[src/rtl/pipe_fetch_queue_if.sv]
// Fetch-queue port bundle: memory/control inputs toward the queue and the
// stage-1 handshake plus PC strobes back out.
interface pipe_fetch_queue_if #(
  parameter int unsigned DATA_W = 8,
  parameter int unsigned DEPTH  = 4,
  parameter int unsigned NUM_PC = 2
);
  localparam int unsigned PCSEL_W = (NUM_PC > 1) ? $clog2(NUM_PC) : 1;
  localparam int unsigned LEVEL_W = $clog2(DEPTH + 1);

  logic [DATA_W-1:0]  MemData;
  logic               BusRequest;
  logic               FetchSuppress;
  logic [PCSEL_W-1:0] PcSel;
  logic               Flush;
  logic               Advance;
  logic [DATA_W-1:0]  Pipe0Out;
  logic               Pipe0Valid;
  logic [NUM_PC-1:0]  IncPC;
  logic [LEVEL_W-1:0] QueueLevel;

  modport master (
    output MemData,
    output BusRequest,
    output FetchSuppress,
    output PcSel,
    output Flush,
    output Advance,
    input  Pipe0Out,
    input  Pipe0Valid,
    input  IncPC,
    input  QueueLevel
  );

  modport slave (
    input  MemData,
    input  BusRequest,
    input  FetchSuppress,
    input  PcSel,
    input  Flush,
    input  Advance,
    output Pipe0Out,
    output Pipe0Valid,
    output IncPC,
    output QueueLevel
  );
endinterface

[src/rtl/pipe_fetch_queue.sv]
// Pipeline stage 0 prefetch queue: fetches one byte per cycle into a small
// FIFO, strobes the active PC, and hands the oldest byte to stage 1.
module pipe_fetch_queue #(
  parameter int unsigned       DATA_W     = 8,
  parameter int unsigned       DEPTH      = 4,
  parameter int unsigned       NUM_PC     = 2,
  parameter logic [DATA_W-1:0] NOP_OPCODE = '0
) (
  input logic               clk,
  input logic               rst_n,
  pipe_fetch_queue_if.slave q
);
  localparam int unsigned PTR_W = $clog2(DEPTH);
  localparam int unsigned CNT_W = $clog2(DEPTH + 1);

  logic [DATA_W-1:0] mem_q [DEPTH];
  logic [PTR_W-1:0]  wr_ptr_q, wr_ptr_d;
  logic [PTR_W-1:0]  rd_ptr_q, rd_ptr_d;
  logic [CNT_W-1:0]  count_q, count_d;

  logic not_empty;
  logic pc_in_range;
  logic has_room;
  logic pop;
  logic fetch_en;

  assign not_empty   = (count_q != '0);
  assign pc_in_range = (32'(q.PcSel) < NUM_PC);
  assign has_room    = (32'(count_q) < DEPTH);
  assign pop         = q.Advance & not_empty & ~q.Flush;

  // rst_n term keeps IncPC quiet for the whole reset, whatever the inputs do.
  assign fetch_en = rst_n & ~q.BusRequest & ~q.FetchSuppress & ~q.Flush & pc_in_range &
                    (has_room | pop);

  always_comb begin
    wr_ptr_d = wr_ptr_q;
    rd_ptr_d = rd_ptr_q;
    count_d  = count_q;
    if (q.Flush) begin
      wr_ptr_d = '0;
      rd_ptr_d = '0;
      count_d  = '0;
    end else begin
      if (fetch_en) wr_ptr_d = wr_ptr_q + PTR_W'(1);
      if (pop)      rd_ptr_d = rd_ptr_q + PTR_W'(1);
      // Push and pop together leave the level unchanged, including when full.
      if (fetch_en && !pop) begin
        count_d = count_q + CNT_W'(1);
      end else if (!fetch_en && pop) begin
        count_d = count_q - CNT_W'(1);
      end
    end
  end

  always_ff @(posedge clk or negedge rst_n) begin
    if (!rst_n) begin
      wr_ptr_q <= '0;
      rd_ptr_q <= '0;
      count_q  <= '0;
    end else begin
      wr_ptr_q <= wr_ptr_d;
      rd_ptr_q <= rd_ptr_d;
      count_q  <= count_d;
    end
  end

  // Storage needs no reset: an entry is only read once count covers it.
  always_ff @(posedge clk) begin
    if (fetch_en) mem_q[wr_ptr_q] <= q.MemData;
  end

  always_comb begin
    q.IncPC = '0;
    for (int unsigned i = 0; i < NUM_PC; i++) begin
      q.IncPC[i] = fetch_en & (32'(q.PcSel) == i);
    end
  end

  assign q.Pipe0Out   = not_empty ? mem_q[rd_ptr_q] : NOP_OPCODE;
  assign q.Pipe0Valid = not_empty;
  assign q.QueueLevel = count_q;
endmodule

[src/flat_wrapper.sv]
// flat-port wrapper written by rule: the top's interface ports become plain ports
module pipe_fetch_queue_flat 
#(
  parameter int unsigned       DATA_W     = 8,
  parameter int unsigned       DEPTH      = 4,
  parameter int unsigned       NUM_PC     = 2,
  parameter logic [DATA_W-1:0] NOP_OPCODE = '0
)
  (clk, rst_n, q_MemData, q_BusRequest, q_FetchSuppress, q_PcSel, q_Flush, q_Advance, q_Pipe0Out, q_Pipe0Valid, q_IncPC, q_QueueLevel);
  pipe_fetch_queue_if #(.DATA_W(DATA_W), .DEPTH(DEPTH), .NUM_PC(NUM_PC)) q_i ();
  input logic clk;
  input logic rst_n;
  input wire logic [$bits(q_i.MemData)-1:0] q_MemData;
  input wire logic [$bits(q_i.BusRequest)-1:0] q_BusRequest;
  input wire logic [$bits(q_i.FetchSuppress)-1:0] q_FetchSuppress;
  input wire logic [$bits(q_i.PcSel)-1:0] q_PcSel;
  input wire logic [$bits(q_i.Flush)-1:0] q_Flush;
  input wire logic [$bits(q_i.Advance)-1:0] q_Advance;
  output wire logic [$bits(q_i.Pipe0Out)-1:0] q_Pipe0Out;
  output wire logic [$bits(q_i.Pipe0Valid)-1:0] q_Pipe0Valid;
  output wire logic [$bits(q_i.IncPC)-1:0] q_IncPC;
  output wire logic [$bits(q_i.QueueLevel)-1:0] q_QueueLevel;
  assign q_i.MemData = q_MemData;
  assign q_i.BusRequest = q_BusRequest;
  assign q_i.FetchSuppress = q_FetchSuppress;
  assign q_i.PcSel = q_PcSel;
  assign q_i.Flush = q_Flush;
  assign q_i.Advance = q_Advance;
  assign q_Pipe0Out = q_i.Pipe0Out;
  assign q_Pipe0Valid = q_i.Pipe0Valid;
  assign q_IncPC = q_i.IncPC;
  assign q_QueueLevel = q_i.QueueLevel;
  pipe_fetch_queue #(.DATA_W(DATA_W), .DEPTH(DEPTH), .NUM_PC(NUM_PC), .NOP_OPCODE(NOP_OPCODE)) u_core (.clk(clk), .rst_n(rst_n), .q(q_i));
endmodule
[config.mk]
export PLATFORM = sky130hd
export DESIGN_NAME = pipe_fetch_queue_flat
export DESIGN_NICKNAME = d
export VERILOG_FILES = /design/src/rtl/pipe_fetch_queue_if.sv /design/src/rtl/pipe_fetch_queue.sv /design/src/flat_wrapper.sv
export SDC_FILE = /design/constraint.sdc
export NUM_CORES = 1
export LEC_CHECK = 0
export CAP_MARGIN = 20
export CORE_ASPECT_RATIO = 1.75
export CORE_MARGIN = 2
export CORE_UTILIZATION = 25
export CTS_CLUSTER_SIZE = 8
export DETAILED_ROUTE_END_ITERATION = 8
export SLEW_MARGIN = 20
export SYNTH_ARGS = -nofsm -noshare
export SYNTH_HDL_FRONTEND = slang
export SYNTH_SLANG_ARGS = --single-unit
[constraint.sdc]
create_clock -name clk -period 2.4 [get_ports clk]
set_input_delay 0.36 -clock clk [delete_from_list [all_inputs] [get_ports clk]]
set_output_delay 0.36 -clock clk [all_outputs]
set_load 0.1 [all_outputs]
# Word level (Yosys, flattened, before mapping)
# Memory sizes are Yosys's and may differ from the RTL's.
# Cells that the tools add are included.
# totals
reg_bits	7
ramBits	32
input_bits	15
out_inout_bits	14
elab_cells	40
mem_count	1
# memory_table
memory	words	width	rd	rd_ports_with_merged_regs	wr	line_no	rtl
u_core.mem_q	4	8	1	0	1	pipe_fetch_queue.sv:16	logic [DATA_W-1:0] mem_q [DEPTH];
# op_classes
add_sub_neg	4
n_lt_le_gt_ge	1
n_mux	10
bitwise_logic	13
reduce_logical	8
# op_table
cell	count
$mux W3	3
$and A1 B1 Y1	8
$mux W2	4
$mux W8	1
$reduce_bool A3 Y1	2
$add A2 B1 Y2 const B	2
$not A1 Y1	4
$reduce_bool A2 Y1	2
$add A3 B1 Y3 const B	1
$lt A3 B3 Y1 const B	1
$sub A3 B1 Y3 const B	1
$logic_and A1 B1 Y1	2
$logic_not A1 Y1	2
$mux W1	2
$or A1 B1 Y1	1

# Logic depth before layout (Yosys ltp)
# logic_depth
ltp_word	10
ltp_mapped	9
mapped_depth_nobuf	8

# Least setup slack after synthesis
# No wires, ideal clock.
# synth_path
kind	flip-flop to output port
from	register u_core.count_q[2] (netlist: u_core.q.QueueLevel[2])
to	output q_Pipe0Out[0]
t_arrival_ns	3.342
required_ns	2.040
setup_slack_ns	-1.302
stages_incl_launch_ff	6
n_path_buf	2
path_cell_list	dfrtp_1 clkbuf_1 nor3_1 inv_1 clkbuf_1 and2_1
# synth_via
elab_chain_len	2
# synth_lines
item	line_no	rtl
start, declared	pipe_fetch_queue.sv:19	logic [CNT_W-1:0] count_q, count_d;
start signal, assigned	pipe_fetch_queue.sv:64	count_q <= count_d;
$reduce_bool A3 Y1	pipe_fetch_queue.sv:27	assign not_empty = (count_q != '0);
named net q_Pipe0Valid	flat_wrapper.sv:20	output wire logic [$bits(q_i.Pipe0Valid)-1:0] q_Pipe0Valid;
$mux W8	pipe_fetch_queue.sv:80	assign q.Pipe0Out = not_empty ? mem_q[rd_ptr_q] : NOP_OPCODE;
end, declared	flat_wrapper.sv:19	output wire logic [$bits(q_i.Pipe0Out)-1:0] q_Pipe0Out;
# The timed path passes the listed nets, and every way through them passes these cells.

# Worst setup path after layout
# layout_path
from	input q_BusRequest
to	output q_IncPC[0]
# layout_via
elab_chain_len	6
# layout_lines
item	line_no	rtl
start, declared	flat_wrapper.sv:14	input wire logic [$bits(q_i.BusRequest)-1:0] q_BusRequest;
$not A1 Y1	pipe_fetch_queue.sv:33	assign fetch_en = rst_n & ~q.BusRequest & ~q.FetchSuppress & ~q.Flush & pc_in_range &
$and A1 B1 Y1 (4 in a row)	pipe_fetch_queue.sv:33	
$and A1 B1 Y1	pipe_fetch_queue.sv:76	q.IncPC[i] = fetch_en & (32'(q.PcSel) == i);
end, declared	flat_wrapper.sv:21	output wire logic [$bits(q_i.IncPC)-1:0] q_IncPC;
# Every way passes these cells.

==> impl_metrics.toml <==
[die]
core_area_um2 = 6857
num_rows = 40
die_area_um2 = 7735
ios = 29
start_util_pct = 25.60
die_h_um = 114.9
die_w_um = 67.35

[setup_path]
arrival_ps = 1980
crit_type = "in2out"
cp-end-kind = "primary output"
cp_max_fo = 5
start_kind = "input pin"
startpoint = "q_BusRequest"
worstPathRequired_ps = 2040
reg2reg_from = "u_core.q.QueueLevel[2]"

[cells_and_area]
mostFrequentLayoutCells = "edfxtp_1, buf_4, clkdlybuf4s50_1, buf_12, and2_4"
drive_gt1_share_pct = 39.51
final_core_util_pct = 37.30
final_common_cell = "edfxtp_1"
final_cell_area_um2 = 2557
nets = 181
insertedDiodeCount = 0
final_cells = 246
syn_to_final_growth_pct = 45.69

[grt]
overflow = 0
track_usage_pct = 9.607
antenna_found_initial = 0
grt_pass1_wl_um = 5382
grt_pass1_vias = 1122
grt_max_degree = 13

[yosys]
ys_ff_latch = 39
synthesis.nets = 134
seq_area_frac_synth_pct = 64.72
yosysTopAreaCell = "edfxtp_1"
avgSynthCellArea_um2 = 15.40
synthTopCellsByArea = "edfxtp_1, mux4_2, dfrtp_1"
synth.distinct_cells = 32
syn_area_um2 = 1755
ys_warn_count = 0
synth_top_area_share_pct = 54.74
netlist_instances = 114

[timing]
max_slew_margin_pct = 71.56
fin_crit_sh_pct = 97.37
rsz0062_at_grt = "false"
layout_min_cycle_time_ps = 2337
worst_slew_pin_slew_ps = 426.7
fmax_mhz = 427.9
setup_violations = 0
finalHoldViolations = 0
fin_skew_ps = 3.171
drv_slew = 0

[clock_tree]
cts-resized-gates = 0
numCtsBuffers = 5
cts_tree = "done"
cts-root-buf = "clkbuf_16"
ctsHoldBuffers = 0
cts_num_sinks = 39
clk_pin_slew_ps = 50
htreeDepth = 2
clock_path_buffers = 2
postCtsSetupBuffers = 0
clock_latency_ps = 270

[power_and_ir_drop]
p_sw_w = 0.001457
power_frac_comb_pct = 55.9
sw_frac_of_total_pct = 44.49
p_clk_share_pct = 18.6
seqPwrFrac_pct = 25.4
power_w = 0.003276
p_int_w = 0.001818
ir_drop_mv = 1.007
powerDensity_nw_per_um2 = 1281
p_leak_nw = 0.9446

[place]
io_buffers = 28
place_inst = 238
detailed_place.area_um2 = 2401
gp_congestion = 0.7447
place_hpwl_um = 2497

[routing]
drt_iter0_drc = 21
drc = 0
wl_um = 3262
viasPerCell = 4.386
dr.pass1.iters = 4
vias = 1079
wl_per_cell_um = 13.26
ant_nets = 0

[run]
drv_cap = 0

[outcome]
outcome = "finished clean"

[worst_hold_path]
hp-class = "in2async"
## cell families after synthesis
logic type / Yosys count / share of synthesized area, %
AOI/OAI and AO/OA: 12 / 4.990
muxes: 10 / 11.40
xor gates and xnor gates: 4 / 1.996
adders and majority gates: 5 / 3.992
and+or+nand+nor: 32 / 10.19
buffers and inverters: 12 / 2.708
DFF: 39 / 64.72
## power by group through the flow
stage | combinational [W] | sequential (W) | clock (W)
finish | 0.00183 | 0.000834 | 0.000611
global route | 0.00191 | 0.000843 | 0.000662
CTS | 0.00185 | 0.000831 | 0.000636
detailed placement | 0.00185 | 0.000843 | 0
global placement | 0.00184 | 0.000843 | 0
floorplan | 0.00115 | 0.000954 | 0
## sequential cells by signal, summed over array words and instances, names as in the netlist
name	flops
u_core.wr_ptr_q	2
u_core.q.QueueLevel	3
u_core.rd_ptr_q	2
u_core.mem_q	32
## cell usage after synthesis (all sizes together)
cell type and number:
a211o 1, a211oi 1, a21o 1, a21oi 3, a32oi 1, and2 13, buf 3, clkbuf 3
dfrtp 7, edfxtp 32, fa 1, ha 4, inv 6, mux2i 2, mux4 8, nand2 1
nand3 2, nor2 9, nor2b 1, nor3 2, nor4b 1, o211ai 2, o21a 1, o21ai 1
o41ai 1, or3 2, or4b 1, xnor2 2, xor2 2
## layout make-up
type	instances	area, µm²
Inverter	6	22.52
Sequential cell	39	1142
Timing Repair Buffer	46	534.3
Multi-Input combinational cell	63	613.1
Tap cell	84	105.1
Clock buffer	5	125.1
Clock inverter	3	15.01
Fill cell	634	4299
## worst max-delay path, stage by stage
cell             delay [ps]
clkdlybuf4s50_1         420
or4b_4                  560
buf_6                   150
a21oi_4                 130
nor2b_4                 180
buf_12                  180
## per-layer routing
layer	global-route usage, %	part of all wire (%)	up-vias
met1	9.363	37	531
met2	18.48	58	26
met3	2.153	3.6	6
met5	0	0	-
li1	-	-	516
met4	4.082	1.5	0
## final timing paths
kind | end | slack, ps | cells after the start
hold / removal | u_core.wr_ptr_q[0] | 390 | 2
setup reg to reg | u_core.q.QueueLevel[1] | 310 | 7
setup / recovery | q_IncPC[0] | 60 | 6
max in group asynchronous | u_core.q.QueueLevel[2] | 1860 | 2
min in group clk | u_core.rd_ptr_q[0] | 560 | 2
hold reg to reg | u_core.rd_ptr_q[0] | 560 | 2
## through the flow
stage,setup WS (ps),hold slack [ps],TNS [ps]
floorplan,40.07,64.41,0
global placement,-137.2,554.3,-536.2
detailed placement,-198.3,559.3,-1126
CTS,10.35,400.8,0
global route,20.58,427.3,0
finish,63.15,394.9,0
(Power assumes the default switching activity.)
